**src/rtl/cordic_sincos_pipe.sv**
```systemverilog
// Pipelined CORDIC sine/cosine generator: quadrant fold, STAGES rotation stages, output register.
// Angles, sines and cosines are signed Q3.FRAC words; a tag, a fold flag and an error flag ride along with each sample.
module cordic_sincos_pipe #(
  parameter int WIDTH  = 21,
  parameter int STAGES = 16,
  parameter int TAG_W  = 4
) (
  input  logic               clock,
  input  logic               aclr,
  input  logic               clk_en,
  input  logic               in_valid,
  input  logic [WIDTH-1:0]   angle,
  input  logic [TAG_W-1:0]   in_tag,
  output logic               out_valid,
  output logic [WIDTH-1:0]   cos_out,
  output logic [WIDTH-1:0]   sin_out,
  output logic [TAG_W-1:0]   out_tag,
  output logic               out_err
);

  localparam int FRAC = WIDTH - 3;
  localparam int IW   = WIDTH + 2;

  function automatic int scaled(input real v);
    return $rtoi(v * (2.0 ** FRAC) + 0.5);
  endfunction

  localparam logic signed [IW-1:0] PI_C      = IW'(scaled(3.14159265358979323846));
  localparam logic signed [IW-1:0] PI_HALF_C = IW'(scaled(1.57079632679489661923));
  localparam logic signed [IW-1:0] K_C       = IW'(scaled(0.6072529350));

  logic signed [IW-1:0] x_reg  [0:STAGES];
  logic signed [IW-1:0] y_reg  [0:STAGES];
  logic signed [IW-1:0] z_reg  [0:STAGES];
  logic signed [IW-1:0] x_next [1:STAGES];
  logic signed [IW-1:0] y_next [1:STAGES];
  logic signed [IW-1:0] z_next [1:STAGES];
  logic [TAG_W-1:0]     tag_reg [0:STAGES];
  logic [STAGES:0]      valid_reg;
  logic [STAGES:0]      neg_reg;
  logic [STAGES:0]      err_reg;

  logic signed [IW-1:0] angle_ext;
  logic signed [IW-1:0] fold_z;
  logic                 fold_neg;
  logic                 fold_err;

  // Fold into [-pi/2, pi/2]; the half-turn is undone by negating both results at the end.
  always_comb begin
    angle_ext = {{2{angle[WIDTH-1]}}, angle};
    fold_z    = angle_ext;
    fold_neg  = 1'b0;
    if (angle_ext > PI_HALF_C) begin
      fold_z   = angle_ext - PI_C;
      fold_neg = 1'b1;
    end else if (angle_ext < -PI_HALF_C) begin
      fold_z   = angle_ext + PI_C;
      fold_neg = 1'b1;
    end
    fold_err = (angle_ext > PI_C) || (angle_ext < -PI_C);
  end

  for (genvar gi = 0; gi < STAGES; gi++) begin : g_rot
    localparam logic signed [IW-1:0] ATAN_I = IW'(scaled($atan(1.0 / (2.0 ** gi))));
    // Sign bit of z picks the rotation direction.
    assign x_next[gi+1] = z_reg[gi][IW-1] ? x_reg[gi] + (y_reg[gi] >>> gi)
                                          : x_reg[gi] - (y_reg[gi] >>> gi);
    assign y_next[gi+1] = z_reg[gi][IW-1] ? y_reg[gi] - (x_reg[gi] >>> gi)
                                          : y_reg[gi] + (x_reg[gi] >>> gi);
    assign z_next[gi+1] = z_reg[gi][IW-1] ? z_reg[gi] + ATAN_I
                                          : z_reg[gi] - ATAN_I;
  end

  always_ff @(posedge clock) begin
    if (clk_en) begin
      x_reg[0]   <= K_C;
      y_reg[0]   <= '0;
      z_reg[0]   <= fold_z;
      tag_reg[0] <= in_tag;
      neg_reg[0] <= fold_neg;
      err_reg[0] <= fold_err;
      for (int i = 1; i <= STAGES; i++) begin
        x_reg[i]   <= x_next[i];
        y_reg[i]   <= y_next[i];
        z_reg[i]   <= z_next[i];
        tag_reg[i] <= tag_reg[i-1];
        neg_reg[i] <= neg_reg[i-1];
        err_reg[i] <= err_reg[i-1];
      end
    end
  end

  // Valid bits and the output register are the only state that reset touches.
  always_ff @(posedge clock) begin
    if (aclr) begin
      valid_reg <= '0;
      out_valid <= 1'b0;
      cos_out   <= '0;
      sin_out   <= '0;
      out_tag   <= '0;
      out_err   <= 1'b0;
    end else if (clk_en) begin
      valid_reg <= {valid_reg[STAGES-1:0], in_valid};
      out_valid <= valid_reg[STAGES];
      out_tag   <= tag_reg[STAGES];
      out_err   <= err_reg[STAGES];
      if (err_reg[STAGES]) begin
        cos_out <= '0;
        sin_out <= '0;
      end else if (neg_reg[STAGES]) begin
        cos_out <= WIDTH'(-x_reg[STAGES]);
        sin_out <= WIDTH'(-y_reg[STAGES]);
      end else begin
        cos_out <= WIDTH'(x_reg[STAGES]);
        sin_out <= WIDTH'(y_reg[STAGES]);
      end
    end
  end

endmodule

```
**config.mk**
```make
export PLATFORM = sky130hd
export DESIGN_NAME = cordic_sincos_pipe
export DESIGN_NICKNAME = d
export VERILOG_FILES = /design/src/rtl/cordic_sincos_pipe.sv
export SDC_FILE = /design/constraint.sdc
export NUM_CORES = 2
export LEC_CHECK = 0
export ABC_CLOCK_PERIOD_IN_PS = 12700
export CAP_MARGIN = 10
export CORE_MARGIN = 2
export CORE_UTILIZATION = 63
export DETAILED_ROUTE_END_ITERATION = 8
export PLACE_DENSITY_LB_ADDON = 0.15
export SYNTH_ARGS = -nofsm -noshare
export SYNTH_HDL_FRONTEND = slang
export SYNTH_SLANG_ARGS = --single-unit
```
**constraint.sdc**
```tcl
create_clock -name clock -period 12.7 [get_ports clock]
set_input_delay 2.54 -clock clock [delete_from_list [all_inputs] [get_ports clock]]
set_output_delay 2.54 -clock clock [all_outputs]
set_load 0.02 [all_outputs]
```
==> impl_metrics.tcl <==
set metrics [dict create \
    post-cts-setup-buffers 0 \
    cts_tree "yes" \
    syn_to_final_growth_pct 8.48 \
    io_buffers 76 \
    dp.final_hpwl_um 140000 \
    seq_area_frac_synth_pct 40.2 \
    critPathKind "primary input to register" \
    grt_pass1_wl_um 300000 \
    crit_top_cell "nand2_1" \
    rsz0062_at_grt "no" \
    period_share_pct 38.9 \
    fp.dieH_um 369 \
    synth_edf_count 1082 \
    via_per_inst 6.03 \
    post-place-ws_ps 6990 \
    timing.hold.ws_ps 408 \
    drt_wl_total_um 185000 \
    outcome "finished clean" \
    grt_overflow 0 \
    n_antenna_cell 0 \
    slew_headroom_pct 22.6 \
    hp-class "register to register" \
    drc 0 \
    fin_crit_ps 4940 \
    antenna_found_initial 1 \
    met1_length_um 81700 \
    ios 77 \
    ys_async_sr_fraction_pct 0 \
    syn_avg_cell_area_um2 10.2 \
    setup_tns_ps 0 \
    fp-row-count 134 \
    die_x_um 369 \
    gp_congestion 0.899 \
    wire_per_inst_um 18.1 \
    cap_violations 0 \
    ys.flop_type "edfxtp_1" \
    post_cts_resized 0 \
    finalMaxSlewViolations 0 \
    synth_seq_cells 1147 \
    postCtsHoldBufs 0 \
    ant_nets 0 \
    drtIter0Drc 4175 \
    clock.fmax_mhz 202 \
    track_usage_pct 26.8 \
    die_area_um2 136000 \
    start_util_pct 63.2 \
    core_um2 133000 \
    num-fill-cells 10000 \
    met2_length_um 90000 \
    h-tree-depth 4 \
    arrival_ps 5440 \
    final_common_cell "edfxtp_1" \
    crit_required_ps 13200 \
    most-common-layout-cells "edfxtp_1, ha_1, a21oi_1, nor2_1, xnor2_1" \
    wl_met3_um 7460 \
    cpMaxStageDelayCell "clkdlybuf4s50_1" \
    cp-end-kind "register" \
    finalSetupViolCount 0 \
    syn_inst 8246 \
    slowest_delay_ps 580 \
    crit_chain "clkdlybuf4s50_1 -> ha_1 -> nand3_1 -> nor2_1 -> nand2_1 -> nand2_1 -> nand2_1 -> a311o_1 -> a41o_1 -> a2111oi_0 -> a31oi_1 -> xnor2_1" \
    clkTransAtPathRegs_ps 60 \
    layout_setup_ws_ps 7760 \
    cts_buffers 132 \
    fin_cells 10200 \
    hold_viol_final 0 \
    cp_max_fo 18 \
    syn_nets 9328 \
    clock-root-buffer "clkbuf_16" \
    dp_cells 9981 \
    clk_latency_ps 760 \
    ys_warn_count 0 \
    num_vias 61600 \
    tightest_slew_ps 1160 \
    cts_buffer_depth 3 \
    cp-start-kind "primary input" \
    drt_first_pass_iters 6 \
    grt_pass1_vias 59400 \
    netlist_area_um2 84100 \
    synth_cell_types 94 \
    highest_layer "met5" \
    drive_above_1_share_pct 3.83 \
    finalNetCount 9430 \
    cts_num_sinks 1147 \
    largest_register_ffs 342 \
    grt_max_degree 204 \
    finalClockSkew_ps 20.5 \
]
==> metrics by stage <==
step,util (%),area [um^2]
2_1_floorplan,-,84100
3_3_place_gp,65.3,86800
5_1_grt,68.6,91200
3_5_place_dp,65.3,86800
6_report,68.6,91200
4_1_cts,68.6,91200
==> worst paths after layout <==
path            startpoint             to  slack (ps)  cells past startpoint
max               angle[2]   z_reg[0][10]        7760                     12
min          z_reg[0][192]  z_reg[0][215]         410                      0
max reg2reg  z_reg[0][137]  z_reg[0][159]        7960                     13
min reg2reg  z_reg[0][192]  z_reg[0][215]         410                      0
==> kinds of logic (layout without fill, tap and decap cells) <==
group / after synthesis / in the layout / synth area share [%]
buffers and inverters: 496 / 699 / 2.22
other: 1 / 1 / 0.00446
xor gates and xnor gates: 1122 / 1122 / 11.7
and+or+nand+nor: 2131 / 2131 / 12.1
adders and majority gates: 1053 / 1053 / 16.1
AOI/OAI and AO/OA: 2213 / 2213 / 16.7
DFF: 1147 / 1147 / 40.2
muxes: 83 / 83 / 1.03
==> cells in the mapped netlist (98+ instances only) <==
cell type | n | area share [%]
edfxtp_1 | 1082 | 39
ha_1 | 1010 | 15
a21oi_1 | 808 | 4.8
nor2_1 | 767 | 3.4
xnor2_1 | 747 | 7.8
nand2_1 | 384 | 1.7
xor2_1 | 374 | 3.9
inv_1 | 356 | 1.6
o21ai_0 | 322 | 1.9
a21o_1 | 288 | 2.6
nor3_1 | 236 | 1.4
nor2b_1 | 160 | 1.2
o21a_1 | 149 | 1.3
nand3_1 | 138 | 0.82
clkbuf_1 | 110 | 0.49
nand2b_1 | 101 | 0.75
o21bai_1 | 101 | 0.90
a31oi_1 | 98 | 0.73
==> per-layer routing <==
layer  track usage [%]  up-vias
li1                  -    30600
met1              34.6    29400
met2              46.6     1349
met3              3.26      342
met4              9.16        2
met5                 0        -
==> layout make-up <==
class	instances	area, um^2	area share [%]
clock buffer	155	3530	3.87
clock inverter	80	876	0.961
inverter	358	1340	1.47
multi-input combinational	6603	48400	53.1
sequential	1147	33800	37.1
tap	1768	2210	2.43
timing repair buffer	106	1030	1.13
==> worst max-delay path, delay by kind of cell <==
kind / cells / cell delay (ps)
buffers and inverters: 1 / 580
xor gates and xnor gates: 1 / 150
AOI/OAI and AO/OA: 4 / 1410
and+or+nand+nor: 5 / 570
adders and majority gates: 1 / 200
Power is not shown: default switching activity piles up to over one toggle a cycle in this logic, so the estimate is an artifact.
